`src/rtl/JZJCoreFTypes.sv`:
```
// Shared types and helpers for the JZJCoreF integer register file.
package JZJCoreFTypes;

    typedef logic [4:0] RegAddress_t;

    localparam RegAddress_t X0_ADDRESS = 5'd0;

    // Number of architectural registers: RV32I has 32, RV32E has 16.
    function automatic int regCount(input bit rv32i);
        return rv32i ? 32 : 16;
    endfunction

    // RV32E ignores address bit 4, so x17 aliases x1 and so on.
    function automatic RegAddress_t effectiveAddress(input RegAddress_t address, input bit rv32i);
        return {address[4] & rv32i, address[3:0]};
    endfunction

endpackage

```
`src/rtl/register_scoreboard.sv`:
```
// Pending-load scoreboard: one bit per register, set on load issue, cleared on writeback.
module register_scoreboard
    import JZJCoreFTypes::*;
#(
    parameter int READ_PORTS = 2,
    parameter int RV32I      = 1,
    parameter int BYPASS     = 1
) (
    input  logic                    clock_i,
    input  logic                    resetN_i,
    input  logic                    allocEnable_i,
    input  RegAddress_t             allocAddress_i,
    input  logic                    clearEnable_i,
    input  RegAddress_t             clearAddress_i,
    input  logic [READ_PORTS*5-1:0] readAddress_i,
    output logic [READ_PORTS-1:0]   readPending_o,
    output logic                    anyPending_o
);

    localparam bit IS_RV32I = (RV32I != 0);
    localparam int NUM_REGS = regCount(IS_RV32I);

    RegAddress_t allocIdx;
    RegAddress_t clearIdx;
    logic        allocValid;
    logic        clearValid;

    logic [NUM_REGS-1:1] pending_q;
    logic [NUM_REGS-1:1] pending_d;

    assign allocIdx   = effectiveAddress(allocAddress_i, IS_RV32I);
    assign clearIdx   = effectiveAddress(clearAddress_i, IS_RV32I);
    assign allocValid = allocEnable_i && (allocIdx != X0_ADDRESS);
    assign clearValid = clearEnable_i && (clearIdx != X0_ADDRESS);

    // Next pending bits: a new load issue beats a writeback clearing the same register.
    always_comb begin
        for (int r = 1; r < NUM_REGS; r++) begin
            pending_d[r] = pending_q[r];
            if (allocValid && (allocIdx == RegAddress_t'(r))) begin
                pending_d[r] = 1'b1;
            end else if (clearValid && (clearIdx == RegAddress_t'(r))) begin
                pending_d[r] = 1'b0;
            end
        end
    end

    // Pending bit storage, cleared by the asynchronous reset.
    always_ff @(posedge clock_i or negedge resetN_i) begin
        if (!resetN_i) begin
            pending_q <= '0;
        end else begin
            pending_q <= pending_d;
        end
    end

    assign anyPending_o = |pending_q;

    for (genvar p = 0; p < READ_PORTS; p++) begin : g_lookup
        RegAddress_t readIdx;
        logic        storedPending;
        logic        clearedNow;

        assign readIdx = effectiveAddress(readAddress_i[5*p +: 5], IS_RV32I);

        // Flat lookup of the stored pending bit; x0 is never pending.
        always_comb begin
            storedPending = 1'b0;
            for (int r = 1; r < NUM_REGS; r++) begin
                if (readIdx == RegAddress_t'(r)) begin
                    storedPending = pending_q[r];
                end
            end
        end

        assign clearedNow = (BYPASS != 0) && clearValid && (clearIdx == readIdx)
                            && !(allocValid && (allocIdx == readIdx));

        assign readPending_o[p] = storedPending && !clearedNow;
    end

endmodule

```
`src/rtl/multiport_register_file.sv`:
```
// Integer register file with early/late write ports, optional bypass and a load scoreboard.
module multiport_register_file
    import JZJCoreFTypes::*;
#(
    parameter int XLEN       = 32,
    parameter int RV32I      = 1,
    parameter int READ_PORTS = 2,
    parameter int BYPASS     = 1,
    parameter int DEBUG_REG  = 31
) (
    input  logic                         clock,
    input  logic                         reset,
    input  logic [READ_PORTS*5-1:0]      rsAddress,
    output logic [READ_PORTS*XLEN-1:0]   rsData,
    output logic [READ_PORTS-1:0]        rsPending,
    input  logic                         wrEarlyEnable,
    input  logic [4:0]                   wrEarlyAddress,
    input  logic [XLEN-1:0]              wrEarlyData,
    input  logic                         wrLateEnable,
    input  logic [4:0]                   wrLateAddress,
    input  logic [XLEN-1:0]              wrLateData,
    input  logic                         allocEnable,
    input  logic [4:0]                   allocAddress,
    output logic                         anyPending,
    output logic [XLEN-1:0]              debugOutput
);

    localparam bit IS_RV32I    = (RV32I != 0);
    localparam int NUM_REGS    = regCount(IS_RV32I);
    localparam int DEBUG_INDEX = IS_RV32I ? DEBUG_REG : (DEBUG_REG % 16);

    RegAddress_t earlyIdx;
    RegAddress_t lateIdx;
    logic        earlyValid;
    logic        lateValid;

    logic [XLEN-1:0] regFile_q [1:NUM_REGS-1];
    logic [XLEN-1:0] regFile_d [1:NUM_REGS-1];

    assign earlyIdx   = effectiveAddress(wrEarlyAddress, IS_RV32I);
    assign lateIdx    = effectiveAddress(wrLateAddress, IS_RV32I);
    assign earlyValid = wrEarlyEnable && (earlyIdx != X0_ADDRESS);
    assign lateValid  = wrLateEnable && (lateIdx != X0_ADDRESS);

    // Next register values: the early ALU port wins over the late load port on a collision.
    always_comb begin
        for (int r = 1; r < NUM_REGS; r++) begin
            regFile_d[r] = regFile_q[r];
            if (earlyValid && (earlyIdx == RegAddress_t'(r))) begin
                regFile_d[r] = wrEarlyData;
            end else if (lateValid && (lateIdx == RegAddress_t'(r))) begin
                regFile_d[r] = wrLateData;
            end
        end
    end

    // Register storage x1..x(N-1); x0 is hardwired and never stored.
    always_ff @(posedge clock or negedge reset) begin
        if (!reset) begin
            for (int r = 1; r < NUM_REGS; r++) begin
                regFile_q[r] <= '0;
            end
        end else begin
            for (int r = 1; r < NUM_REGS; r++) begin
                regFile_q[r] <= regFile_d[r];
            end
        end
    end

    for (genvar p = 0; p < READ_PORTS; p++) begin : g_read
        RegAddress_t     readIdx;
        logic [XLEN-1:0] storedValue;
        logic [XLEN-1:0] readValue;

        assign readIdx = effectiveAddress(rsAddress[5*p +: 5], IS_RV32I);

        // Flat one-level mux over every stored register.
        always_comb begin
            storedValue = '0;
            for (int r = 1; r < NUM_REGS; r++) begin
                if (readIdx == RegAddress_t'(r)) begin
                    storedValue = regFile_q[r];
                end
            end
        end

        // Forward same-cycle write data; held off during reset so reads stay zero.
        always_comb begin
            readValue = storedValue;
            if (readIdx == X0_ADDRESS) begin
                readValue = '0;
            end else if ((BYPASS != 0) && reset && earlyValid && (earlyIdx == readIdx)) begin
                readValue = wrEarlyData;
            end else if ((BYPASS != 0) && reset && lateValid && (lateIdx == readIdx)) begin
                readValue = wrLateData;
            end
        end

        assign rsData[XLEN*p +: XLEN] = readValue;
    end

    if (DEBUG_INDEX == 0) begin : g_debugZero
        assign debugOutput = '0;
    end else begin : g_debugReg
        assign debugOutput = regFile_q[DEBUG_INDEX];
    end

    register_scoreboard #(
        .READ_PORTS (READ_PORTS),
        .RV32I      (RV32I),
        .BYPASS     (BYPASS)
    ) u_scoreboard (
        .clock_i        (clock),
        .resetN_i       (reset),
        .allocEnable_i  (allocEnable),
        .allocAddress_i (allocAddress),
        .clearEnable_i  (wrLateEnable),
        .clearAddress_i (wrLateAddress),
        .readAddress_i  (rsAddress),
        .readPending_o  (rsPending),
        .anyPending_o   (anyPending)
    );

endmodule
```
`config.mk`:
```
export PLATFORM = sky130hd
export DESIGN_NAME = multiport_register_file
export DESIGN_NICKNAME = d
export VERILOG_FILES = /design/src/rtl/JZJCoreFTypes.sv /design/src/rtl/register_scoreboard.sv /design/src/rtl/multiport_register_file.sv
export SDC_FILE = /design/constraint.sdc
export NUM_CORES = 2
export LEC_CHECK = 0
export CORE_ASPECT_RATIO = 2
export CORE_UTILIZATION = 55
export DETAILED_ROUTE_END_ITERATION = 8
export PLACE_DENSITY = 0.75
export SYNTH_ARGS = -nofsm -noshare
export SYNTH_HDL_FRONTEND = slang
export SYNTH_SLANG_ARGS = --single-unit
```
`constraint.sdc`:
```
create_clock -name clock -period 3.4 [get_ports clock]
set_input_delay 0.85 -clock clock [delete_from_list [all_inputs] [get_ports clock]]
set_output_delay 0.85 -clock clock [all_outputs]
set_load 0.05 [all_outputs]
```
==> results of run 1 <==
## layer usage
| metal | GRT overflow | GRT usage, % |
|---|---|---|
| met2 | 2674 | 106 |
| met4 | 1097 | 92.8 |
| met5 | 16 | 46.7 |
| met1 | 107 | 86.9 |
| met3 | 103 | 72.1 |
## Yosys cell counts (all sizes together) (25+ instances only)
master  number
nor2      1031
o22ai       83
o21ai      505
nand2      591
a21oi     1022
a22oi      441
nand3      121
nor2b       36
and3        41
dfrtp     1023
a211oi      36
mux2        25
o221ai      42
a22o        38
nor4        29
a31oi       36
a221oi      84
o211ai      28
buf        370
clkbuf     524
nand4       49
nor3        74
a222oi      46
mux2i     1035
## cells by family after synthesis
family | after synthesis | synth area share [%]
muxes | 1063 | 16.4
DFF | 1023 | 39.3
AOI/OAI and AO/OA | 2534 | 24.0
and+or+nand+nor | 2087 | 13.8
buffers and inverters | 913 | 6.11
xor gates and xnor gates | 30 | 0.403
## timing repair
action | 4_1_cts
buffers inserted | 194
endpoints found under the setup margin | 67
resized for setup | 735
pin swaps | 243
gates cloned | 5
## metrics by stage
step                      hold WS (ns)  utilization (%)  area (um^2)  setup slack [ns]
after CTS                        0.160             75.2        88500             -1.03
after detailed placement         0.536             68.3        80300             -1.72
after global placement           0.532             68.3        80300             -1.72
after floorplan                  0.486                -        67700            -0.299
==> results.cfg, run 1 <==
[run_status]
status = stopped before the end
lastStage = 5_1_grt
error = [ERROR GRT-0116] Global routing finished with congestion. Check the congestion regions in the DRC Viewer.

[yosys]
synth_seq_cells = 1023
syn_area_um2 = 65200
ys_types = 94
syn_avg_cell_area_um2 = 8.53
netlist_top_cells_area = dfrtp_1 (39%), mux2i_1 (16%), a21oi_1 (7.8%)
synth_seq_area_share_pct = 39.3
async_flop_share_pct = 100
synth_top_area_share_pct = 39.3
yosys_most_used_dff = dfrtp_1
synth-edff-count = 0
yosys.area.top_type = dfrtp_1
syn_inst = 7650
ys_warn_count = 0
syn_nets = 7744

[global_routing]
grt_max_degree = 153
grt_pass1_vias = 90300
grt_remaining_overflow = 3997
track_usage_pct = 88.9
grt_pass1_wl_um = 776000

[clock_tree]
clock_tree.buffer_depth = 3
htreeDepth = 3
cts.sinks = 1023
clockRootBuffer = clkbuf_16
numCtsBuffers = 96
postCtsHoldBufs = 0

[floorplan]
num_rows = 178
pin_count = 193
die_y_um = 489
start_util_pct = 55.5
dieWidth_um = 245

[placement]
dpl.cell_count = 9840
port_buffers = 192
gp_congestion = 1.35
hpwl_um = 329000
==> run 2: changes to the inputs <==
CORE_ASPECT_RATIO = unset   (was 2)
CORE_UTILIZATION = 40   (was 55)
PLACE_DENSITY = unset   (was 0.75)
PLACE_DENSITY_LB_ADDON = 0.15   (was unset)
clock period = 4.4 ns   (was 3.4 ns; I/O delays follow)
==> run 2 against run 1 <==
The flow now finishes, with violations (design-rule violations, negative setup slack). Synthesized cell count is the same. Synthesized area stayed put.
==> results.cfg, run 2 <==
[floorplan]
dieWidth_um = 406
start_util_pct = 40.5
pin_count = 193
design.core.area_um2 = 161000
dieArea_um2 = 165000
die_y_um = 406
num_rows = 147

[layout]
layout_commonest_cell = buf_4
area_growth_pct = 44.0
final_cell_mix = buf_4 (1093), mux2i_1 (1035), dfrtp_1 (1023)
final_cell_count_no_fill = 11100
regMostFlops = regFile_q
drive_above_1_share_pct = 31.0
finalInstanceArea_um2 = 93900
fin_nets = 8852
largest_reg_flops = 960

[run_status]
status = finished, violations left
violations = design-rule violations, negative setup slack

[timing]
final-setup-viol-count = 66
post-route-period-util_pct = 121
skew_ns = 0
hold_ws_ns = 0.129
layout_setup_ws_ns = -0.905
slew_viol_final = 0
rsz0062_at_grt = true
tns_ns = -33.80
slew_headroom_pct = 19.3
fmax_mhz = 188
report.final.hold_viol_count = 0
max_slew.worst_pin.slew_ns = 1.21
min_period_ns = 5.31

[yosys]
synth_top_area_share_pct = 39.3
ys_warn_count = 0
ys_types = 94
syn_area_um2 = 65200
synth.most_common_cell = mux2i_1
synth_seq_cells = 1023
synth_seq_area_share_pct = 39.3
syn_avg_cell_area_um2 = 8.53
yosys_most_used_dff = dfrtp_1
syn_inst = 7650
yosys-top-cells-count = mux2i_1 (1035), dfrtp_1 (1023), a21oi_1 (1022)
yosys.area.top_type = dfrtp_1
syn_nets = 7744
netlist_top_cells_area = dfrtp_1 (39%), mux2i_1 (16%), a21oi_1 (7.8%)
async_flop_share_pct = 100
synth-edff-count = 0

[drt]
drt-initial-drc-count = 15500
ant_nets = 0
first_pass_iters = 9
routed_wl_um = 493000
via_per_inst = 7.20
vias = 79600
wl_per_cell_um = 44.6
drc_errors = 33

[clock_tree]
htreeDepth = 3
postCtsHoldBufs = 0
cts_tree = yes
clockRootBuffer = clkbuf_16
cts.sinks = 1023
insertion_delay_ns = 0.79
numCtsBuffers = 121
clkTransAtPathRegs_ns = 0.06
clock_tree.buffer_depth = 3

[worst_setup_path]
reg2reg_from = regFile_q[838]
worstPathMaxFanout = 10
worstPathRequired_ns = 3.30
r2r_end = regFile_q[838]
cp-end-kind = output pin
cpPeakStageDelay_ns = 0.84
r2r_cells = 3
path_cells = buf_8 > buf_12 > buf_12 > and3b_2 > nand2_1 > buf_6 > buf_12 > buf_4 > a31oi_1 > a2111oi_4 > buf_12 > o2111ai_4 > o2111ai_2 > a31oi_4 > buf_12
worstPathArrival_ns = 4.21
cpMostUsedCell = buf_12
critPathKind = primary input to output pin
r2r_slack_ns = 3.19
start_kind = primary input
critical-path-slowest-cell = a2111oi_4

[global_routing]
track_usage_pct = 58.0
grt_pass1_vias = 72800
grt_pass1_wl_um = 649000
grt_remaining_overflow = 0
antenna_found_initial = 42
grt_max_degree = 148

[placement]
gp_congestion = 1.13
port_buffers = 192
hpwl_um = 347000
pre_cts_ws_ns = -1.87
dpl-instance-area_um2 = 80100
dpl.cell_count = 10500

[pwr]
power_switching_mw = 15.0
power_density_nw_per_um2 = 407
p_leak_nw = 41.3
ir_worst_vdd_uv = 411
clkPwrFrac_pct = 30.2
seqPwrFrac_pct = 42.3
switching_share_pct = 39.2
pwr-share-comb_pct = 27.5
internal-power_mw = 23.3

[worst_hold_path]
worstHoldPathType = primary input to async pin

[job]
max_cap_viol_count = 0
## run 2: cell counts after synthesis
No cell type changed its count.
## run 2: final cells by class
cell class,count,area [um^2]
repair buffers,1879,20500
flip-flops and latches,1023,25600
fillers,14300,67200
inverters,19,75.1
multi-input cells,5714,40500
clock buffers,174,3530
well taps,2160,2700
diodes,40,100
clock inverters,52,886
## run 2: metrics by stage
stage / util [%] / power, mW
floorplan: - / 19.0
finish: 58.3 / 38.2
global placement: 49.7 / 24.7
global route: 58.2 / 38.7
CTS: 56.7 / 37.1
detailed placement: 49.7 / 24.9
## run 2: worst max-delay path by stage
stage	start	end	slack (ns)	cells past startpoint
2_1_floorplan	wrEarlyAddress[1]	rsData[39]	-0.20	10
3_3_place_gp	rsAddress[3]	rsData[9]	-1.88	14
3_5_place_dp	rsAddress[4]	rsData[9]	-1.87	14
4_1_cts	rsAddress[2]	rsData[3]	-0.65	15
5_1_grt	rsAddress[2]	rsData[3]	-0.82	16
6_report	rsAddress[2]	rsData[3]	-0.91	15
## run 2: worst max-delay path: cells and delay by family
family                 cells  cell delay (ns)
AOI/OAI and AO/OA          5             1.46
buffers and inverters      8             1.28
and+or+nand+nor            2             0.34
## run 2: cells by family after synthesis
family / count (synthesis) / share of synthesized area, %
AND/OR/NAND/NOR: 2087 / 13.8
flip-flops: 1023 / 39.3
XOR/XNOR: 30 / 0.403
multiplexers: 1063 / 16.4
buffers and inverters: 913 / 6.11
AO/OA/AOI/OAI: 2534 / 24.0
## run 2: power groups by stage
stage,sequential (mW),combinational (mW),clock (mW)
after floorplan,13.6,5.37,0
after global placement,15.7,9.01,0
after detailed placement,15.7,9.19,0
after CTS,15.7,9.90,11.5
after global routing,16.0,10.9,11.8
final,16.2,10.5,11.5
## run 2: routing by layer
| metal | up-vias | track usage (%) | wire length (um) |
|---|---|---|---|
| li1 | 30200 | - | - |
| met1 | 38500 | 69.8 | 171000 |
| met3 | 2690 | 25.7 | 77900 |
| met4 | 18 | 49.0 | 54900 |
| met2 | 8283 | 78.5 | 189000 |
| met5 | - | 0.476 | 185 |
## run 2: timing repair
item	in CTS	in global routing
pin swaps	331	310
hold endpoints to repair	0	0
setup buffers	253	143
gates resized for setup	1012	394
cloned	13	3
endpoints found under the setup margin	66	66
No activity file was read; power rests on OpenSTA's default activity.
==> patch: new RTL, settings of run 2 <==
`READ_PORTS` is set to 2 in 2 places; all go to 1.
--- a/src/rtl/register_scoreboard.sv
+++ b/src/rtl/register_scoreboard.sv
@@ -2,7 +2,7 @@
 module register_scoreboard
     import JZJCoreFTypes::*;
 #(
-    parameter int READ_PORTS = 2,
+    parameter int READ_PORTS = 1,
     parameter int RV32I      = 1,
     parameter int BYPASS     = 1
 ) (
--- a/src/rtl/multiport_register_file.sv
+++ b/src/rtl/multiport_register_file.sv
@@ -4,7 +4,7 @@
 #(
     parameter int XLEN       = 32,
     parameter int RV32I      = 1,
-    parameter int READ_PORTS = 2,
+    parameter int READ_PORTS = 1,
     parameter int BYPASS     = 1,
     parameter int DEBUG_REG  = 31
 ) (
Ports: changed (resized rsAddress, rsData and rsPending); port bits go from 193 to 155. No check against the original RTL was run, so the function may have changed too.
==> patch against run 2 <==
Sequential cell count stayed put; worst setup slack better by 480 ps; clock skew unchanged; maximum frequency up 9.9%; critical endpoint is now rsData[7]; largest power group unchanged; area after synthesis shrank 14%; routed wire length shrank 41%; non-clock buffer count shrank 887; final area fell by 23%; clock power down 10%; total power decreased by 19%; the run ends with negative setup slack left.
==> patch: results (changes against run 2) <==
Timing
  • Slew headroom: 30.31% (+11 points)
  • Setup TNS: -6439 ps (+27360 ps)
  • Final Worst Setup Slack: -428.8 ps (+476.6 ps)
  • Setup Viol. Count Final: 33 (-50%)

CTS
  • Clock root cell: clkbuf_16
  • CTS buffer count: 117 (-3.3%)

Floorplanning
  • Die W: 377.2 um (-7.0%)

Layout
  • NonClk Buf Share: 14.58% (-7.3 points)
  • Fraction of layout cells with a size suffix above 1: 21.66% (-9.4 points)
  • Repair and plain buffers: 992 (-47%)
  • # fillers: 12810 (-11%)
  • # nets final: 6636 (-25%)
  • Clk tree area frac: 5.440% (+0.74 points)
  • Antenna Cells: 2 (-95%)
  • #MultiIn Comb: 4395 (-23%)
  • Multi-input gate area: 29940 um2 (-26%)
  • Finished Cell Area: 72470 um2 (-23%)
  • Inverters: 18 (-1)

Place
  • Post-DP HPWL: 190700 um (-45%)
  • Post-DP Area: 65150 um2 (-19%)
  • Final Wtd Congestion: 1.005 (-11%)
  • Placement Setup Slack: -898.9 ps (+972.9 ps)
  • PortBufs: 154 (-20%)

Setup path
  • R2R cell count: 2 (-1)
  • Crit path max fanout: 6 (-4)
  • Largest stage delay, worst path: 630 ps (-210 ps)
  • Critical path arrival: 3730 ps (-480 ps)
  • Slowest CP cell: a222oi_1

Power
  • Leakage power: 32.28 nW (-22%)
  • Worst IR Drop VDD: 0.3315 mV (-19%)

Yosys
  • Synth Net Count: 6219 (-20%)
  • Synth cell types: 84 (-11%)
  • Synth area leaders: dfrtp_1 (45%), mux2i_1 (18%), a21oi_1 (7.9%)
  • Commonest cells in the netlist: dfrtp_1 (1023), mux2i_1 (999), a21oi_1 (886)
  • Seq/Total Area, Yosys: 45.46% (+6.2 points)
  • Cells after Synth: 6130 (-20%)

Routing
  • Routed WL per cell: 33.88 um (-24%)
  • Total routed wirelength: 288600 um (-41%)
  • Via-to-Cell Ratio: 6.297 (-12%)
  • Drt initial violations: 7928 (-49%)

Outcome
  • Violated checks: negative setup slack
  • Outcome: finished with violations

Global routing
  • Vias in the first global route: 50600 (-31%)
  • First-pass GRT wire length: 401300 um (-38%)
  • Initial antenna violation count: 5 (-88%)
  • Overall global routing resource usage: 39.97% (-18 points)
-- patch: critical path, delay by kind of cell --
kind,cells,cell delay [ps]
AO/OA/AOI/OAI,4,1340
AND/OR/NAND/NOR,3,420
buffers and inverters,6,840
-- patch: layer usage --
| layer | wire length, um | global-route usage (%) | vias to the layer above |
|---|---|---|---|
| li1 | - | - | 22720 |
| met5 | 49 | 0 | - |
| met2 | 120300 | 57.74 | 3694 |
| met4 | 21860 | 24.73 | 8 |
| met1 | 112700 | 53.14 | 26310 |
| met3 | 33620 | 10.54 | 909 |
-- patch: path summary, 6_finish.rpt --
check,from,to,slack (ps)
setup / recovery,rsAddress[2],rsData[7],-430
hold / removal,reset,regFile_q[988],170
setup reg to reg,debugOutput[16],debugOutput[16],3390
hold reg to reg,u_scoreboard.pending_q[5],u_scoreboard.pending_q[5],540
max in group asynchronous,reset,regFile_q[277],1510
min in group clock,u_scoreboard.pending_q[5],u_scoreboard.pending_q[5],540
-- patch: power breakdown --
group | total, mW | internal [mW] | leakage, nW | switching (mW)
sequential | 13.9 | 12.0 | 12.3 | 1.93
clock | 10.3 | 5.97 | 1.94 | 4.34
combinational | 6.97 | 3.14 | 18.1 | 3.82
-- patch: cell families after synthesis --
group	after synthesis	synth area share, %
AOI/OAI and AO/OA	1778	18.57
and+or+nand+nor	1600	12.41
DFF	1023	45.46
muxes	1004	17.86
buffers and inverters	712	5.495
xor gates and xnor gates	13	0.2022
-- patch: repair_timing --
item	4_1_cts	5_1_grt
pin swaps	160	90
setup endpoints to repair	33	33
buffers inserted	86	38
hold buffers	0	0
gates resized for setup	439	114
gates cloned	5	0
